[src/rtl/vga_st_overlay_mixer_if.sv]
// Avalon-ST bundle for the overlay mixer: LAYERS packed input streams plus one composited output stream.
// slave is the mixer's view, master is the view of the surrounding sources and sink.
interface vga_st_overlay_mixer_if #(
  parameter int LAYERS = 2,
  parameter int PIX_W  = 24
);
  logic [LAYERS*PIX_W-1:0] s_data;
  logic [LAYERS-1:0]       s_valid;
  logic [LAYERS-1:0]       s_sop;
  logic [LAYERS-1:0]       s_eop;
  logic [LAYERS-1:0]       s_ready;
  logic [PIX_W-1:0]        m_data;
  logic                    m_valid;
  logic                    m_sop;
  logic                    m_eop;
  logic                    m_ready;

  modport slave (
    input  s_data, s_valid, s_sop, s_eop, m_ready,
    output s_ready, m_data, m_valid, m_sop, m_eop
  );

  modport master (
    output s_data, s_valid, s_sop, s_eop, m_ready,
    input  s_ready, m_data, m_valid, m_sop, m_eop
  );
endinterface

[src/rtl/vga_st_overlay_mixer.sv]
// N-layer Avalon-ST pixel compositor with colour-key transparency, frame-latched controls
// and automatic start-of-frame realignment of the input streams.
module vga_st_overlay_mixer #(
  parameter int                LAYERS   = 2,
  parameter int                PIX_W    = 24,
  parameter logic [PIX_W-1:0]  BG_COLOR = 24'h000000,
  parameter int                ERR_W    = 16
) (
  input  logic                    clk,
  input  logic                    reset_n,
  vga_st_overlay_mixer_if.slave   st,
  input  logic [LAYERS-1:0]       layer_en,
  input  logic [LAYERS-1:0]       key_en,
  input  logic [LAYERS*PIX_W-1:0] key_color,
  output logic [ERR_W-1:0]        err_count,
  output logic                    aligned
);

  typedef enum logic {ALIGN, RUN} state_t;

  state_t                  state;
  logic [LAYERS-1:0]       en_sh;
  logic [LAYERS-1:0]       key_en_sh;
  logic [LAYERS*PIX_W-1:0] key_sh;

  logic                    out_free;
  logic                    fire;
  logic                    mismatch;
  logic                    all_sop;
  logic                    capture;
  logic [LAYERS-1:0]       en_eff;
  logic [LAYERS-1:0]       key_en_eff;
  logic [LAYERS*PIX_W-1:0] key_eff;
  logic [PIX_W-1:0]        pix;

  // A sop beat that fires cleanly sees the fresh controls; every other beat uses the frame shadows.
  always_comb begin
    out_free   = !st.m_valid || st.m_ready;
    fire       = (state == RUN) && (&st.s_valid) && out_free;
    mismatch   = (st.s_sop != {LAYERS{st.s_sop[0]}}) || (st.s_eop != {LAYERS{st.s_eop[0]}});
    all_sop    = &(st.s_valid & st.s_sop);
    capture    = fire && !mismatch && st.s_sop[0];
    en_eff     = capture ? layer_en  : en_sh;
    key_en_eff = capture ? key_en    : key_en_sh;
    key_eff    = capture ? key_color : key_sh;
    pix        = BG_COLOR;
    for (int i = 0; i < LAYERS; i++) begin
      if (en_eff[i] && !(key_en_eff[i] &&
          st.s_data[i*PIX_W +: PIX_W] == key_eff[i*PIX_W +: PIX_W])) begin
        pix = st.s_data[i*PIX_W +: PIX_W];
      end
    end
  end

  // While aligning, non-sop heads are drained so every layer ends up parked on a sop.
  always_comb begin
    st.s_ready = '0;
    if (reset_n) begin
      if (state == ALIGN) st.s_ready = st.s_valid & ~st.s_sop;
      else                st.s_ready = {LAYERS{fire}};
    end
  end

  always_ff @(posedge clk) begin
    if (!reset_n) begin
      state      <= ALIGN;
      st.m_valid <= 1'b0;
      st.m_data  <= '0;
      st.m_sop   <= 1'b0;
      st.m_eop   <= 1'b0;
      err_count  <= '0;
      en_sh      <= '0;
      key_en_sh  <= '0;
      key_sh     <= '0;
    end else begin
      if (fire && !mismatch) begin
        st.m_valid <= 1'b1;
        st.m_data  <= pix;
        st.m_sop   <= st.s_sop[0];
        st.m_eop   <= st.s_eop[0];
      end else if (st.m_ready) begin
        st.m_valid <= 1'b0;
      end
      if (capture) begin
        en_sh     <= layer_en;
        key_en_sh <= key_en;
        key_sh    <= key_color;
      end
      case (state)
        ALIGN: if (all_sop) state <= RUN;
        RUN: begin
          if (fire && mismatch) begin
            state <= ALIGN;
            if (err_count != '1) err_count <= err_count + ERR_W'(1);
          end
        end
        default: state <= ALIGN;
      endcase
    end
  end

  assign aligned = (state == RUN);

endmodule

[src/flat_wrapper.sv]
// flat-port wrapper written by rule: the top's interface ports become plain ports
module vga_st_overlay_mixer_flat 
#(
  parameter int                LAYERS   = 2,
  parameter int                PIX_W    = 24,
  parameter logic [PIX_W-1:0]  BG_COLOR = 24'h000000,
  parameter int                ERR_W    = 16
)
  (clk, reset_n, layer_en, key_en, key_color, err_count, aligned, st_s_data, st_s_valid, st_s_sop, st_s_eop, st_m_ready, st_s_ready, st_m_data, st_m_valid, st_m_sop, st_m_eop);
  vga_st_overlay_mixer_if #(.LAYERS(LAYERS), .PIX_W(PIX_W)) st_i ();
  input  logic clk;
  input  logic reset_n;
  input  logic [LAYERS-1:0] layer_en;
  input  logic [LAYERS-1:0] key_en;
  input  logic [LAYERS*PIX_W-1:0] key_color;
  output logic [ERR_W-1:0] err_count;
  output logic aligned;
  input wire logic [$bits(st_i.s_data)-1:0] st_s_data;
  input wire logic [$bits(st_i.s_valid)-1:0] st_s_valid;
  input wire logic [$bits(st_i.s_sop)-1:0] st_s_sop;
  input wire logic [$bits(st_i.s_eop)-1:0] st_s_eop;
  input wire logic [$bits(st_i.m_ready)-1:0] st_m_ready;
  output wire logic [$bits(st_i.s_ready)-1:0] st_s_ready;
  output wire logic [$bits(st_i.m_data)-1:0] st_m_data;
  output wire logic [$bits(st_i.m_valid)-1:0] st_m_valid;
  output wire logic [$bits(st_i.m_sop)-1:0] st_m_sop;
  output wire logic [$bits(st_i.m_eop)-1:0] st_m_eop;
  assign st_i.s_data = st_s_data;
  assign st_i.s_valid = st_s_valid;
  assign st_i.s_sop = st_s_sop;
  assign st_i.s_eop = st_s_eop;
  assign st_i.m_ready = st_m_ready;
  assign st_s_ready = st_i.s_ready;
  assign st_m_data = st_i.m_data;
  assign st_m_valid = st_i.m_valid;
  assign st_m_sop = st_i.m_sop;
  assign st_m_eop = st_i.m_eop;
  vga_st_overlay_mixer #(.LAYERS(LAYERS), .PIX_W(PIX_W), .BG_COLOR(BG_COLOR), .ERR_W(ERR_W)) u_core (.clk(clk), .reset_n(reset_n), .st(st_i), .layer_en(layer_en), .key_en(key_en), .key_color(key_color), .err_count(err_count), .aligned(aligned));
endmodule
[config.mk]
export PLATFORM = sky130hd
export DESIGN_NAME = vga_st_overlay_mixer_flat
export DESIGN_NICKNAME = d
export VERILOG_FILES = /design/src/rtl/vga_st_overlay_mixer_if.sv /design/src/rtl/vga_st_overlay_mixer.sv /design/src/flat_wrapper.sv
export SDC_FILE = /design/constraint.sdc
export NUM_CORES = 1
export LEC_CHECK = 0
export BUFFER_PORTS_ARGS = -buffer_cell sky130_fd_sc_hd__buf_2
export CAP_MARGIN = 30
export CORE_UTILIZATION = 47
export DETAILED_ROUTE_END_ITERATION = 10
export GPL_ROUTABILITY_DRIVEN = 0
export PLACE_DENSITY_LB_ADDON = 0.15
export SYNTH_ARGS = -nofsm -noshare
export SYNTH_HDL_FRONTEND = slang
export SYNTH_SLANG_ARGS = --single-unit
[constraint.sdc]
create_clock -name clk -period 2.8 [get_ports clk]
set_input_delay 0.56 -clock clk [delete_from_list [all_inputs] [get_ports clk]]
set_output_delay 0.56 -clock clk [all_outputs]
set_load 0.01 [all_outputs]
# Yosys cells after proc, flatten, opt, wreduce, memory -nomap -nowiden
# Index checks and enable logic that the tools add are counted.
# Widths: inputs -> output; s select.
[op_classes]
mux = 12
reduce_logical = 19
addsub = 1
n_eq_ne = 5
n_bitwise = 4
[ops]
columns = ["cell", "n"]
rows = [
  ["$eq 24x24->1", 2],
  ["$mux 24", 2],
  ["$mux 48", 1],
  ["$add 16x1->16 const B", 1],
  ["$ne 16x16->1 const B", 1],
  ["$logic_and 1x1->1", 9],
  ["$mux 2", 4],
  ["$and 2x2->2", 2],
  ["$logic_not 1->1", 4],
  ["$mux 1", 4],
  ["$reduce_and 2->1", 2],
  ["$reduce_and 3->1", 1],
  ["$logic_or 1x1->1", 2],
  ["$ne 1x1->1", 2],
  ["$not 2->2", 1],
  ["$pmux 1 s2", 1],
  ["$reduce_bool 2->1", 1],
  ["$not 1->1", 1],
]
[totals]
output_inout_bits = 46
ff_bits = 96
inputBits = 109
word_cells = 50

# Longest topological paths before layout
# Gate-level depths: netlist of the first run.
[logic_depth]
word_depth = 12
depth_mapped = 12
mapped_depth_nobuf = 8

# Worst setup path after synthesis of the first run
# Ideal clock, no wire load.
[synth_timing]
path_kind = "input-to-reg"
from = "input port st_s_eop[0]"
to = "register u_core.st.m_data[10]"
arrival_time_ps = 2611
required_ps = 2678
path_buffers = 4
stages = 12
setup_slack_ps = 68
setup_ps = 122
path_cell_list = "xnor2_1 > and4_4 > buf_6 > buf_12 > mux2i_1 > nor2_1 > nor4_2 > a21oi_2 > nor2b_4 > buf_6 > buf_8 > a221o_1"
[synth_between]
elab_chain_len = 12
word_cells_on_any_way = 18
cone_classes = "3 x eq/ne; 5 x mux; 10 x reduce/logical"
[synth_lines]
columns = ["element", "line", "rtl"]
rows = [
  ["from (decl)", "flat_wrapper.sv:21", "input wire logic [$bits(st_i.s_eop)-1:0] st_s_eop;"],
  ["$ne 1x1->1 (*)", "vga_st_overlay_mixer.sv:40", "mismatch = (st.s_sop != {LAYERS{st.s_sop[0]}}) || (st.s_eop != {LAYERS{st.s_eop[0]}});"],
  ["$logic_or 1x1->1 (*)", "vga_st_overlay_mixer.sv:40", ""],
  ["$logic_not 1->1 (*)", "vga_st_overlay_mixer.sv:42, vga_st_overlay_mixer.sv:76", ""],
  ["$logic_and 1x1->1 (*)", "vga_st_overlay_mixer.sv:42, vga_st_overlay_mixer.sv:76", ""],
  ["$logic_and 1x1->1", "vga_st_overlay_mixer.sv:42", "capture = fire && !mismatch && st.s_sop[0];"],
  ["$mux 48", "--", ""],
  ["$eq 24x24->1", "vga_st_overlay_mixer.sv:49", "st.s_data[i*PIX_W +: PIX_W] == key_eff[i*PIX_W +: PIX_W])) begin"],
  ["$logic_and 1x1->1", "vga_st_overlay_mixer.sv:48", "if (en_eff[i] && !(key_en_eff[i] &&"],
  ["$logic_not 1->1", "vga_st_overlay_mixer.sv:48", ""],
  ["$logic_and 1x1->1", "vga_st_overlay_mixer.sv:48", ""],
  ["$mux 24 (2 in series)", "vga_st_overlay_mixer.sv:48", ""],
  ["to (signal assigned)", "vga_st_overlay_mixer.sv:78", "st.m_data <= pix;"],
  ["to (decl)", "vga_st_overlay_mixer_if.sv:20", "output s_ready, m_data, m_valid, m_sop, m_eop"],
]
# Every way passes the cells marked *; elsewhere a longest branch is shown, timed or not.
# A chain may end at the register's enable or synchronous reset.

# Worst setup path in the final report of the first run
[layout_timing]
from = "input port st_s_eop[0]"
to = "register u_core.st.m_data[18]"
# The elaborated chain is that of the path after synthesis.

==> run summary, run 1 <==
The setup violation total in the final timing report came out at 0. Hold is met by 0.437 ns. The I/O pin count came out at 155. For the pin with the worst max-slew slack, the measured transition is between 0.7 and 0.8 ns. The routed layout has 5090 vias.

In this run the most critical hold path is launched from key_color[41]. The final core utilization came out at 0.622. The initial antenna violation count came out at 0. In the global route stage, overall resource usage came out at 0.293. The number of max-capacitance violations reported came out at 0. The overall power after layout came out at between 2000 and 3000 uW.

The post-synthesis cell area is about 5100 um^2. The estimated wirelength of the detail-placed design came out at roughly 13000 um. The antenna violation net count after detailed routing came out at 0. The share of the yosys chip area belonging to registers came out at 0.376. The count of input and output buffers came out at roughly 150. For the worst setup path, the data arrival time is approximately 2.9 ns. The vertical die dimension came out at between 100 and 150 um. The largest net degree at the start of global routing is 90. The overall die area is ~11000 um^2. Before antenna repair, the detailed router went through 5 iterations. On the critical path, the stage with the largest delay is an instance of sky130_fd_sc_hd__a2111oi_2. Of all flip-flops after synthesis, the portion carrying an async set or reset was 0. The worst slack at placement is -0.425 ns.

The effective utilization at floorplan is 0.491. The analysis attributes to cell leakage a power of 0.00292 uW. The initial DRC count is 380. Synthesis produced a netlist whose cell count is between 500 and 600. The fraction of final layout cells with drive strength greater than 1 is 0.298. The startpoint identified for the worst register-to-register timing path is u_core.st.m_valid$_SDFFE_PN0P_. For the worst-skew pair, the clock arrives at the later sink with an insertion delay of between 0.3 and 0.4 ns. The number of buffers on the longest clock path is 2. The post-place instance area is approximately 6200 um^2. Clock tree synthesis inserted a total of 9 buffers. The number of clock sinks seen by CTS came out at 96. The library cell appearing most often on the critical path is sky130_fd_sc_hd__a2111oi_2. The peak supply drop is about 280 uV. 0 antenna diodes ended up in the layout. The tightest min-delay check is of the input port to register type.

The die boundary width is 106 um. The growth of design area from synthesis to finish is 26.7%. The final design area excluding fillers is 6480 um^2. The maximum single-stage delay on the critical path is 0.41 ns.

Leaving out fill and tap cells, the most frequent cell in the layout is sky130_fd_sc_hd__buf_2. The total wirelength of the detailed-routed design came out at 16300 um. The kind of critical path is input port to register. In the layout the commonest cells are sky130_fd_sc_hd__buf_2 (154), sky130_fd_sc_hd__nand2_1 (102), sky130_fd_sc_hd__dfxtp_1 (96), sky130_fd_sc_hd__buf_4 (44), sky130_fd_sc_hd__a21boi_0 (40). The setup slack of the worst register-to-register path is between 0.2 and 0.3 ns. TritonCTS built the clock tree.

The signal on the critical path passes through buf_2, xnor2_2, nand4_2, buf_12, a2111oi_2, a41oi_1, a2111oi_2, nand4b_1, nor4b_4, buf_4, a221o_1. After synthesis, the mean cell area works out to about 8.6 um^2. For this run, the number of Yosys warnings is 0. The number of vias per cell came out at about 5.6. After filler insertion, the fill cell instance count of the layout stands at 930. The flow ran to the end, and the final reports show no timing, DRC or antenna violations.

The placeable core region came out at between 10000 and 15000 um^2. The footprint of the multi-input gates came out at 2870 um^2. The number of enable flip-flop cells after synthesis is 0. The floorplan has 37 rows.

The number of hold buffers added after CTS was 0. STA classifies the critical path startpoint as an input port. The post-layout worst setup margin is ~0.21 ns. The first global-routing pass estimated 25600 um of wire. Clock-pin slew was measured on the worst setup and hold paths at 0.10 ns. The worst-path maximum fanout is 9. In the final layout, flip-flops and latches occupy 1920 um^2. For this run, the top clock speed supported by timing is between 300 and 400 MHz. The worst path required time is 3.05 ns. Dividing total power by cell area gives a power density of between 400 and 500 nW/um^2. The count of pins over their slew limit was 0. The net count of the mapped netlist is between 700 and 800.

The cell at the root of the clock tree is sky130_fd_sc_hd__clkbuf_8. Synthesis inferred 96 register bits. The max-slew headroom at the worst pin came out at 0.509. The detailed-route wire length per cell came out at approximately 18 um. The endpoint of the lowest-slack register-to-register path is u_core.st.m_data[18]$_SDFFE_PN0P_. Setup repair after global routing left no endpoint under its margin. For hold timing, the worst endpoint is u_core.key_sh[41]$_SDFF_PN0_. The worst setup path is captured at a register. The residual DRC count is 0. The commonest register cell after synthesis is sky130_fd_sc_hd__dfxtp_1.

The via count of the first global-routing pass came to just under 5000. The share of the cycle needed by the critical path after routing came out at 0.927. The number of cells on the worst hold path is 3. The H-tree was split into 3 levels. For this run, the post-layout net count is roughly 880. The post-route minimum period is about 2.6 ns. The hold violation count in the final report is 0.

The count of unique library cells instantiated by Yosys is 57. The setup clock skew after layout is 0.0144 ns. The number of cells traversed by the worst register-to-register path is 10. The final global-route overflow total is 0.
## cell type report
class | instances | area share
multi-input combinational | 426 | 0.442
tap | 136 | 0.0263
clock inverter | 5 | 0.00985
clock buffer | 11 | 0.0234
inverter | 40 | 0.0232
timing repair buffer | 201 | 0.178
sequential | 96 | 0.297
## routing by layer
| layer | vias up | global-route usage | share of wire |
|---|---|---|---|
| met1 | 2365 | 0.402 | 0.44 |
| li1 | 2443 | - | - |
| met2 | 251 | 0.459 | 0.45 |
| met4 | 0 | 0.108 | 0.024 |
| met5 | - | 0 | 0 |
| met3 | 31 | 0.0466 | 0.084 |
## power breakdown
| part | total, uW | internal (uW) | switching [uW] |
|---|---|---|---|
| clock | 989 | 469 | 521 |
| sequential | 1370 | 1370 | 1.86 |
| combinational | 326 | 144 | 181 |
## repair_timing
action	in CTS	in global routing
setup endpoints to repair	16	34
buffers inserted	0	1
resized for setup	1	4
pin swaps	0	1
## registers in the layout (all words and copies together) (netlist names)
name,count
u_core.st.m_sop,1
u_core.aligned,1
u_core.key_en_sh,2
u_core.st.m_valid,1
u_core.st.m_data,24
u_core.key_sh,48
u_core.en_sh,2
u_core.err_count,16
u_core.st.m_eop,1
## per-stage QoR
step | instances | setup TNS [ns]
2_1_floorplan | 593 | 0
3_3_place_gp | 897 | -12.23
3_5_place_dp | 898 | -8.77
4_1_cts | 914 | 0
5_1_grt | 915 | 0
6_report | 915 | 0
## logic make-up (layout without fill, tap and decap cells)
family | Yosys count | count (layout) | synth area share
multiplexers | 13 | 13 | 0.0254
flip-flops | 96 | 96 | 0.376
buffers and inverters | 71 | 257 | 0.0675
XOR/XNOR | 57 | 57 | 0.0976
AO/OA/AOI/OAI | 134 | 134 | 0.206
adder cells (fa/ha/maj) | 1 | 1 | 0.00245
AND/OR/NAND/NOR | 221 | 221 | 0.226
## worst max-delay path by stage
stage | startpoint | endpoint | slack, ns | depth (start not counted)
after floorplan | st_s_eop[0] | u_core.st.m_data[10]$_SDFFE_PN0P_ | 0.07 | 12
after global placement | st_s_eop[0] | u_core.st.m_data[11]$_SDFFE_PN0P_ | -0.51 | 10
after detailed placement | st_s_eop[0] | u_core.st.m_data[15]$_SDFFE_PN0P_ | -0.43 | 11
after CTS | st_s_eop[0] | u_core.st.m_data[14]$_SDFFE_PN0P_ | 0.0006 | 11
after global routing | st_s_eop[0] | u_core.st.m_data[21]$_SDFFE_PN0P_ | 0.03 | 11
final | st_s_eop[0] | u_core.st.m_data[18]$_SDFFE_PN0P_ | 0.21 | 11
## Yosys cell counts, types with 2 or more instances
library cell                  n  share of area
sky130_fd_sc_hd__a21boi_0    40          0.059
sky130_fd_sc_hd__buf_8        2         0.0059
sky130_fd_sc_hd__a21oi_1      7         0.0068
sky130_fd_sc_hd__a21boi_1     2         0.0029
sky130_fd_sc_hd__nor3_1       6         0.0059
sky130_fd_sc_hd__nor2_1      11         0.0081
sky130_fd_sc_hd__and4_4       2         0.0044
sky130_fd_sc_hd__a2111oi_0    6          0.010
sky130_fd_sc_hd__buf_6        5          0.011
sky130_fd_sc_hd__xnor2_1     18          0.031
sky130_fd_sc_hd__a221o_1     24          0.047
sky130_fd_sc_hd__and2_1      13          0.016
sky130_fd_sc_hd__a31oi_1      3         0.0037
sky130_fd_sc_hd__dfxtp_1     96           0.38
sky130_fd_sc_hd__nor4_2       2         0.0049
sky130_fd_sc_hd__o21ai_0     12          0.012
sky130_fd_sc_hd__o22ai_1     11          0.013
sky130_fd_sc_hd__a221oi_1     4         0.0068
sky130_fd_sc_hd__nand3_1      5         0.0049
sky130_fd_sc_hd__inv_1       39          0.029
sky130_fd_sc_hd__a22o_1       3         0.0051
sky130_fd_sc_hd__clkbuf_1    17          0.012
sky130_fd_sc_hd__nand2_1    102          0.075
sky130_fd_sc_hd__mux2i_1     13          0.025
sky130_fd_sc_hd__nand4_1      6         0.0073
sky130_fd_sc_hd__xor2_1      39          0.067
sky130_fd_sc_hd__nor4_1      13          0.016
sky130_fd_sc_hd__nor2b_1     19          0.023
sky130_fd_sc_hd__and3_1      27          0.033
sky130_fd_sc_hd__o31a_1       2         0.0034
sky130_fd_sc_hd__a222oi_1     2         0.0039
sky130_fd_sc_hd__buf_1        4         0.0029
sky130_fd_sc_hd__o2bb2ai_1    8          0.014
sky130_fd_sc_hd__nand2b_1     6         0.0073
sky130_fd_sc_hd__buf_2        2         0.0020
## critical path: cells and delay by family
kind / cells / cell delay [ns]
compound gates: 4 / 1.14
buf+inv: 3 / 0.47
simple gates: 3 / 0.45
xor+xnor: 1 / 0.21
Power figures use the tool's default switching activity.
==> run 2: changes to the inputs <==
Settings changed: ABC_AREA set to 1, CORE_UTILIZATION 47 to 48.
==> run 2 against run 1 <==
Wire length down 2.7%. Core utilization is 0.43 points higher. Combinational power down 14%. Maximum frequency up 4.1%. Critical endpoint is now u_core.st.m_data[2]$_SDFFE_PN0P_.
==> run summary, run 2 <==
Run status: finished, final reports clean (unchanged). The die boundary width is 108 um (was 106 um). The total via count in the routed design is 6089 (was 5090). The post-layout worst setup margin came out at 0.309 ns (was 0.206 ns). The peak supply drop came to 311 uV (was 282 uV). The share of the yosys chip area belonging to registers is 0.357 (was 0.376). The number of diodes added for antenna fixing was 0 (unchanged). The count of warnings emitted by yosys came out at 0 (unchanged). The final core utilization is 0.627 (was 0.622). The setup slack of the worst register-to-register path is 0.31 ns (was 0.27 ns). The hold violation count in the final report was 0 (unchanged).

The final design area excluding fillers is 6820 um^2 (was 6480 um^2). The source-to-sink clock delay at the later pin of the worst-skew pair came out at 0.37 ns (about the same). The final global-route overflow total came to 0 (unchanged).

The post-synthesis cell type with the largest combined area is sky130_fd_sc_hd__dfxtp_1 (unchanged). The largest net degree at the start of global routing is 36 (was 90). The initial DRC count is 380 (unchanged).

The worst hold-check path type is input port to register (unchanged). The worst path required time was 3.07 ns (was 3.05 ns). The number of vias per cell came out at 5.10 (was 5.56). Most frequent cells in the layout: sky130_fd_sc_hd__nand2_1 (269), sky130_fd_sc_hd__buf_2 (154), sky130_fd_sc_hd__inv_1 (119), sky130_fd_sc_hd__nand3_1 (117), sky130_fd_sc_hd__dfxtp_1 (96) (was sky130_fd_sc_hd__buf_2 (154), sky130_fd_sc_hd__nand2_1 (102), sky130_fd_sc_hd__dfxtp_1 (96), sky130_fd_sc_hd__buf_4 (44), sky130_fd_sc_hd__a21boi_0 (40)). The cell at the slowest stage of the critical path is sky130_fd_sc_hd__dfxtp_1 (was sky130_fd_sc_hd__a2111oi_2).

The max-slew headroom at the worst pin was 0.496 (was 0.509). The worst-path maximum fanout is 34 (was 9). The transition time at the pin with the least slew margin was 0.752 ns (was 0.737 ns). The largest delay contributor family on the critical path is simple AND/OR/NAND/NOR gates (was compound AO/OA/AOI/OAI gates). The post-synthesis area per instance came to 6.10 um^2 (was 8.63 um^2). The detailed-routing iteration count for the pre-antenna-repair pass was 6 (was 5). The estimated wirelength of the detail-placed design came out at 12100 um (was 12500 um). The worst slack at placement was -0.0160 ns (was -0.425 ns). The maximum single-stage delay on the critical path was 0.40 ns (was 0.41 ns).

The power per unit of standard cell area came out at 417 nW/um^2 (was 414 nW/um^2). Most frequent cells after synthesis: sky130_fd_sc_hd__nand2_1 (269), sky130_fd_sc_hd__inv_1 (120), sky130_fd_sc_hd__nand3_1 (117) (was sky130_fd_sc_hd__nand2_1 (102), sky130_fd_sc_hd__dfxtp_1 (96), sky130_fd_sc_hd__a21boi_0 (40)). The category of the worst setup path launch point is a register (was input port).

The register name with the most flops was u_core.key_sh (unchanged). The placeable core region is 10900 um^2 (was 10400 um^2). The cell at the root of the clock tree is sky130_fd_sc_hd__clkbuf_8 (unchanged).

The count of hold-fix buffers inserted at cts came out at 0 (unchanged). The residual DRC count is 0 (unchanged). The fraction of final layout cells with drive strength greater than 1 was 0.214 (was 0.298). The count of mapped cells out of synthesis came to 883 (was 593).

The total wirelength of the detailed-routed design came out at 15900 um (was 16300 um). The effective utilization at floorplan is 0.495 (was 0.491). The most common cell after layout, fill and taps aside is sky130_fd_sc_hd__nand2_1 (was sky130_fd_sc_hd__buf_2).

The number of levels the H-tree was split into is 3 (unchanged). The number of flip-flops under the largest register name is 48 (unchanged). The share of the cycle needed by the critical path after routing is 0.890 (was 0.927). The number of buffers on the longest clock path is 2 (unchanged).

The count of unique library cells instantiated by Yosys is 36 (was 57). The fraction of synthesized cell area taken by the top area cell type came out at 0.357 (was 0.376). The count of pins over their slew limit came out at 0 (unchanged).

The antenna violation net count after detailed routing came out at 0 (unchanged). The post-place instance area is 6550 um^2 (was 6240 um^2). The overall die area came out at 11700 um^2 (was 11300 um^2).

The first-pass GRT wire length came out at 24900 um (was 25600 um). Largest registers: u_core.key_sh (48), u_core.st.m_data (24), u_core.err_count (16) (unchanged). The number of clock sinks seen by CTS came out at 96 (unchanged).

The vertical die dimension came out at 108 um (was 106 um). The initial antenna violation count came to 0 (unchanged). Crit-path cells: nand3_1, nor2_2, buf_6, nand4_1, nand3_1, nand2_1, nor2_1, nand4_1, nor2_1, nand2_2, nand2_1, buf_12, nand2_1, nand3_1, a21oi_1 (was buf_2, xnor2_2, nand4_2, buf_12, a2111oi_2, a41oi_1, a2111oi_2, nand4b_1, nor4b_4, buf_4, a221o_1). The detailed-route wire length per cell is 13.3 um (was 17.8 um). The number of buffer and inverter instances along the worst setup path is 2 (was 3).

The total CTS buffers is 9 (unchanged). The via count of the first global-routing pass is 5252 (was 4903). The growth of design area from synthesis to finish was 26.6% (was 26.7%). The setup violation total in the final timing report is 0 (unchanged). The standby leakage power is 0.00355 uW (was 0.00292 uW). Unrepaired setup endpoints after global routing: false (unchanged). The proportion of synthesized flip-flops having asynchronous set or reset came out at 0 (unchanged). The post-route setup TNS came to 0 ns (unchanged).

The clock tree from TritonCTS is done (unchanged). The number of max-capacitance violations reported came to 0 (unchanged). The number of enable flip-flop cells after synthesis came out at 0 (unchanged). The post-route minimum period was 2.49 ns (was 2.59 ns).

The kind of critical path is register to register (was input port to register). The clock-pin slew on the worst setup and hold paths came out at 0.09 ns (was 0.10 ns). The most repeated cell in the gate-level netlist after synthesis is sky130_fd_sc_hd__nand2_1 (unchanged).

The setup clock skew after layout came out at 0.00666 ns (was 0.0144 ns). The post-synthesis cell area came out at 5390 um^2 (was 5110 um^2). The count of input and output buffers is 154 (unchanged). The net count of the mapped netlist came out at 993 (was 703). The maximum operating frequency came out at 401 MHz (was 385 MHz). The I/O pin count was 155 (unchanged). The endpoint class of the critical path is a register (unchanged).

The commonest register cell after synthesis is sky130_fd_sc_hd__dfxtp_1 (unchanged). The combined global-route utilization of all metal layers came out at 0.276 (was 0.293). The cell row count came to 38 (was 37).

The flop and latch count out of synthesis came out at 96 (unchanged). The data arrival time of the critical path is 2.76 ns (was 2.85 ns). The net count reported at finish came to 1160 (was 884). Ranking of synthesized cells by area: sky130_fd_sc_hd__dfxtp_1 (36%), sky130_fd_sc_hd__nand2_1 (19%), sky130_fd_sc_hd__nand3_1 (11%) (was sky130_fd_sc_hd__dfxtp_1 (38%), sky130_fd_sc_hd__nand2_1 (7.5%), sky130_fd_sc_hd__xor2_1 (6.7%)).
[run 2: area by class of cell]
type | count | area (um^2)
well taps | 140 | 175
inverters | 124 | 467
multi-input cells | 622 | 2810
flip-flops and latches | 96 | 1920
clock buffers | 10 | 138
clock inverters | 6 | 130
fillers | 1083 | 4070
repair buffers | 197 | 1180
[run 2: layer usage]
metal	GRT usage	wire [um]
met3	0.0536	989
met2	0.455	7490
met1	0.364	7120
met4	0.0832	269
met5	0	0
[run 2: worst register-to-register path, stage by stage, from the launching register on]
cell                      delay (ns)
sky130_fd_sc_hd__dfxtp_1        0.40
sky130_fd_sc_hd__nand3_1        0.14
sky130_fd_sc_hd__nor2_2         0.16
sky130_fd_sc_hd__buf_6          0.29
sky130_fd_sc_hd__nand4_1        0.19
sky130_fd_sc_hd__nand3_1        0.13
sky130_fd_sc_hd__nand2_1        0.05
sky130_fd_sc_hd__nor2_1         0.13
sky130_fd_sc_hd__nand4_1        0.13
sky130_fd_sc_hd__nor2_1         0.16
sky130_fd_sc_hd__nand2_2        0.08
sky130_fd_sc_hd__nand2_1        0.11
sky130_fd_sc_hd__buf_12         0.17
sky130_fd_sc_hd__nand2_1        0.09
sky130_fd_sc_hd__nand3_1        0.06
sky130_fd_sc_hd__a21oi_1        0.09
[run 2: kinds of logic after synthesis]
kind of cell	synth area share
fa+ha+maj	0.00232
buf+inv	0.123
flops	0.357
xor+xnor	0.00163
compound gates	0.0810
simple gates	0.435
[run 2: final timing paths]
path                                 from                               end  cells past startpoint
max             u_core.aligned$_SDFF_PN0_  u_core.st.m_data[2]$_SDFFE_PN0P_                     15
min                             key_en[0]    u_core.key_en_sh[0]$_SDFF_PN0_                      3
min reg2reg  u_core.st.m_sop$_SDFFE_PN0P_      u_core.st.m_sop$_SDFFE_PN0P_                      2
max reg2reg     u_core.aligned$_SDFF_PN0_  u_core.st.m_data[2]$_SDFFE_PN0P_                     15
[run 2: stage by stage]
stage               cells  hold WS, ns  total power (uW)
finish               1195        0.457              2850
floorplan             883        0.451              1530
global route         1195        0.454              2950
global placement     1179        0.449              1680
detailed placement   1179        0.458              1680
CTS                  1195        0.445              2860
[run 2: timing repair]
| action | in CTS | in global routing |
|---|---|---|
| buffers inserted | 0 | 0 |
| gates resized for setup | 0 | 1 |
| setup endpoints to repair | 0 | 2 |
| hold endpoints to repair | 0 | 0 |
[run 2: power breakdown]
group	internal (uW)	switching, uW
Clock	705	493
Combinational	115	166
Sequential	1370	1.62
==> run 3: changes to the inputs <==
Settings changed: CORE_UTILIZATION 48 to 53.
Clock period 2.8 ns to 2.6 ns, I/O delays scaled along.
==> run 3 against run 2 <==
Global-route usage grew 2.4 points. Final cell count grew 1.9%. Via count grew 4.0%. First-iteration DRC count shrank 9.2%. Flip-flop and latch count is the same. Worst hold slack lost 0.036 ns. Combinational power grew 14%. Non-clock buffer count grew 29. Clock power shrank 9%. Critical path depth grew 4. Critical path type unchanged. Highest routed layer unchanged.
==> run summary, run 3 (synthesis results as in run 2) <==
Run status: finished, final reports clean (unchanged). The combinational fraction of design power is 0.110 (was 0.099). The setup slack of the worst register-to-register path is 0.16 ns (was 0.31 ns). The I/O pin count is 155 (unchanged). The kind of critical path is register to register (unchanged). The estimated wirelength of the detail-placed design is 12000 um (was 12100 um).

Largest registers: u_core.key_sh (48), u_core.st.m_data (24), u_core.err_count (16) (unchanged). The transition time at the pin with the least slew margin is 0.765 ns (was 0.752 ns). Crit-path cells: inv_1, nor2_2, nor2_4, nand3_4, inv_4, buf_4, nand2_1, nand2_1, nand2_1, nand2_1, nor2_1, nand4_1, nor2_2, nand2_2, nand2_4, buf_12, nand2_1, nand3_1, a21oi_2 (was nand3_1, nor2_2, buf_6, nand4_1, nand3_1, nand2_1, nor2_1, nand4_1, nor2_1, nand2_2, nand2_1, buf_12, nand2_1, nand3_1, a21oi_1). The most common cell after layout, fill and taps aside is sky130_fd_sc_hd__nand2_1 (unchanged). The endpoint class of the critical path is a register (unchanged). The count of input and output buffers came out at 154 (unchanged). The number of cells on the worst hold path is 3 (unchanged).

The worst path required time came to 2.87 ns (was 3.07 ns). The final global-route overflow total is 0 (unchanged). The die boundary width came out at 103 um (was 108 um). The antenna violation net count after detailed routing came to 0 (unchanged). The post-CTS resize count is 0 (unchanged). The hold violation count in the final report came out at 0 (unchanged). The initial antenna violation count was 1 (was 0). The post-route minimum period came out at 2.44 ns (was 2.49 ns). The detailed-route wire length per cell is 13.0 um (was 13.3 um). The cell count along the critical path came out at 19 (was 15). The clock-pin slew on the worst setup and hold paths came to 0.11 ns (was 0.09 ns). The number of cells traversed by the worst register-to-register path is 19 (was 15).

The largest net degree at the start of global routing came out at 33 (was 36). The worst-path maximum fanout is 12 (was 34). The proportion of power drawn by the clock network is 0.378 (was 0.421). The power per unit of standard cell area came out at 406 nW/um^2 (was 417 nW/um^2). The effective utilization at floorplan is 0.549 (was 0.495).

The final core utilization is 0.724 (was 0.627). The cell row count is 36 (was 38). The via count of the first global-routing pass came out at 5318 (was 5252). The post-route setup TNS came out at 0 ns (unchanged). The net switching power figure came out at 799 uW (was 660 uW). The growth of design area from synthesis to finish is 31.9% (was 26.6%). The setup violation total in the final timing report came out at 0 (unchanged). The register name with the most flops is u_core.key_sh (unchanged). The detailed-routing iteration count for the pre-antenna-repair pass came to 5 (was 6). The count of non-filler cells in the finished layout is 1218 (was 1195). The share of the cycle needed by the critical path after routing came out at 0.938 (was 0.890). The maximum operating frequency is 410 MHz (was 401 MHz). The number of clock sinks seen by CTS is 96 (unchanged). The setup clock skew after layout came out at 0.0126 ns (was 0.00666 ns). The combined global-route utilization of all metal layers is 0.301 (was 0.276). The number of buffers on the longest clock path came out at 2 (unchanged). The category of the worst setup path launch point is a register (unchanged). The cell at the slowest stage of the critical path is sky130_fd_sc_hd__dfxtp_1 (unchanged). The net count reported at finish came out at 1189 (was 1160). The overall die area is 10600 um^2 (was 11700 um^2). The source-to-sink clock delay at the later pin of the worst-skew pair is 0.38 ns (was 0.37 ns).

The residual DRC count came to 0 (unchanged). The largest delay contributor family on the critical path was simple AND/OR/NAND/NOR gates (unchanged). The total CTS buffers is 9 (unchanged). The maximum single-stage delay on the critical path is 0.35 ns (was 0.40 ns). The number of buffer and inverter instances along the worst setup path was 4 (was 2). The standby leakage power is 0.00369 uW (was 0.00355 uW).

The first-pass GRT wire length is 24800 um (was 24900 um). The cell at the root of the clock tree is sky130_fd_sc_hd__clkbuf_8 (unchanged). The count of hold-fix buffers inserted at cts is 0 (unchanged). The total via count in the routed design came out at 6335 (was 6089). The total wirelength of the detailed-routed design is 15900 um (about the same).

The critical register-to-register path startpoint is u_core.st.m_valid$_SDFFE_PN0P_ (was u_core.aligned$_SDFF_PN0_). The peak supply drop is 334 uV (was 311 uV). The data arrival time of the critical path was 2.71 ns (was 2.76 ns). The endpoint of the lowest-slack register-to-register path is u_core.st.m_data[9]$_SDFFE_PN0P_ (was u_core.st.m_data[2]$_SDFFE_PN0P_). The endpoint of the worst hold-timing path is u_core.key_sh[45]$_SDFF_PN0_ (was u_core.key_en_sh[0]$_SDFF_PN0_).

The net switching fraction of the power came out at 0.277 (was 0.232). The fraction of final layout cells with drive strength greater than 1 came out at 0.243 (was 0.214). Most frequent cells in the layout: sky130_fd_sc_hd__nand2_1 (268), sky130_fd_sc_hd__buf_2 (154), sky130_fd_sc_hd__inv_1 (119), sky130_fd_sc_hd__nand3_1 (116), sky130_fd_sc_hd__dfxtp_1 (95) (was sky130_fd_sc_hd__nand2_1 (269), sky130_fd_sc_hd__buf_2 (154), sky130_fd_sc_hd__inv_1 (119), sky130_fd_sc_hd__nand3_1 (117), sky130_fd_sc_hd__dfxtp_1 (96)).

The placeable core region came out at 9820 um^2 (was 10900 um^2). The worst hold-check path type is input port to register (unchanged). The worst min-delay path startpoint is key_color[45] (was key_en[0]). The cell that appears most often on the critical path is sky130_fd_sc_hd__nand2_1. The internal power of the cells came out at 2090 uW (was 2190 uW). The number of flip-flops under the largest register name is 48 (unchanged).

The sequential group share of total power came to 0.511 (was 0.481). The number of max-capacitance violations reported was 0 (unchanged). The number of vias per cell came out at 5.20 (was 5.10). The post-placement cell count is 1200 (was 1179). The count of pins over their slew limit came out at 0 (unchanged). The vertical die dimension is 103 um (was 108 um). The overall power after layout came out at 2880 uW (was 2850 uW). The max-slew headroom at the worst pin is 0.487 (was 0.496). The number of levels the H-tree was split into is 3 (unchanged). The post-CTS repair timing setup buffer count is 0 (unchanged). The initial DRC count came out at 345 (was 380). The clock tree from TritonCTS is done (unchanged).
## run 3: cell count changes in the layout (fill, tap and decap cells not counted), moves of 2 or more
cell / change
sky130_fd_sc_hd__a21oi_1: -2
sky130_fd_sc_hd__a21oi_2: +2
sky130_fd_sc_hd__buf_12: +4
sky130_fd_sc_hd__buf_4: +20
sky130_fd_sc_hd__buf_6: +4
sky130_fd_sc_hd__bufinv_16: -3
sky130_fd_sc_hd__clkinv_2: -3
sky130_fd_sc_hd__clkinv_4: +2
sky130_fd_sc_hd__inv_8: +3
sky130_fd_sc_hd__nor2_1: -3
sky130_fd_sc_hd__nor2_2: +2
## run 3: how the worst max path moves through the flow
stage / startpoint / end / slack (ns)
finish: u_core.st.m_valid$_SDFFE_PN0P_ / u_core.st.m_data[9]$_SDFFE_PN0P_ / 0.16
CTS: u_core.st.m_valid$_SDFFE_PN0P_ / u_core.st.m_data[9]$_SDFFE_PN0P_ / 0.11
global placement: st_s_sop[1] / u_core.st.m_data[9]$_SDFFE_PN0P_ / -0.11
global route: u_core.st.m_valid$_SDFFE_PN0P_ / u_core.st.m_data[9]$_SDFFE_PN0P_ / -0.005
detailed placement: st_s_sop[1] / u_core.st.m_data[4]$_SDFFE_PN0P_ / -0.20
floorplan: st_s_sop[0] / u_core.st.m_data[3]$_SDFFE_PN0P_ / 0.05
## run 3: power by group through the flow
| stage | clock network [uW] | logic (uW) | registers (uW) |
|---|---|---|---|
| 2_1_floorplan | 0 | 135 | 1510 |
| 6_report | 1090 | 319 | 1470 |
| 4_1_cts | 1110 | 311 | 1470 |
| 3_3_place_gp | 0 | 307 | 1510 |
| 3_5_place_dp | 0 | 310 | 1510 |
| 5_1_grt | 1150 | 351 | 1480 |
## run 3: final cells by class
type                    count  area, um^2
diodes                      1        2.50
well taps                 133         166
repair buffers            226        1490
fillers                   904        2710
clock buffers               9         124
multi-input cells         622        2850
clock inverters             7        97.6
inverters                 124         468
flip-flops and latches     96        1920
## run 3: through the flow
| stage | area, um^2 | setup slack, ns | hold slack, ns |
|---|---|---|---|
| global placement | 6800 | -0.113 | 0.449 |
| finish | 7110 | 0.162 | 0.421 |
| floorplan | 5390 | 0.0530 | 0.451 |
| detailed placement | 6800 | -0.203 | 0.455 |
| CTS | 7020 | 0.111 | 0.411 |
| global route | 7110 | -0.00541 | 0.435 |
## run 3: worst reg2reg max path: stages (launching register included)
cell	delay (ns)
sky130_fd_sc_hd__dfxtp_1	0.35
sky130_fd_sc_hd__inv_1	0.06
sky130_fd_sc_hd__nor2_2	0.16
sky130_fd_sc_hd__nor2_4	0.06
sky130_fd_sc_hd__nand3_4	0.16
sky130_fd_sc_hd__inv_4	0.07
sky130_fd_sc_hd__buf_4	0.16
sky130_fd_sc_hd__nand2_1	0.09
sky130_fd_sc_hd__nand2_1	0.08
sky130_fd_sc_hd__nand2_1	0.06
sky130_fd_sc_hd__nand2_1	0.07
sky130_fd_sc_hd__nor2_1	0.09
sky130_fd_sc_hd__nand4_1	0.13
sky130_fd_sc_hd__nor2_2	0.14
sky130_fd_sc_hd__nand2_2	0.12
sky130_fd_sc_hd__nand2_4	0.12
sky130_fd_sc_hd__buf_12	0.14
sky130_fd_sc_hd__nand2_1	0.08
sky130_fd_sc_hd__nand3_1	0.11
sky130_fd_sc_hd__a21oi_2	0.09
## run 3: routing by layer
metal | part of all wire | global-route usage
met1 | 0.43 | 0.377
met2 | 0.48 | 0.523
met3 | 0.069 | 0.0441
met4 | 0.022 | 0.111
met5 | 0 | 0
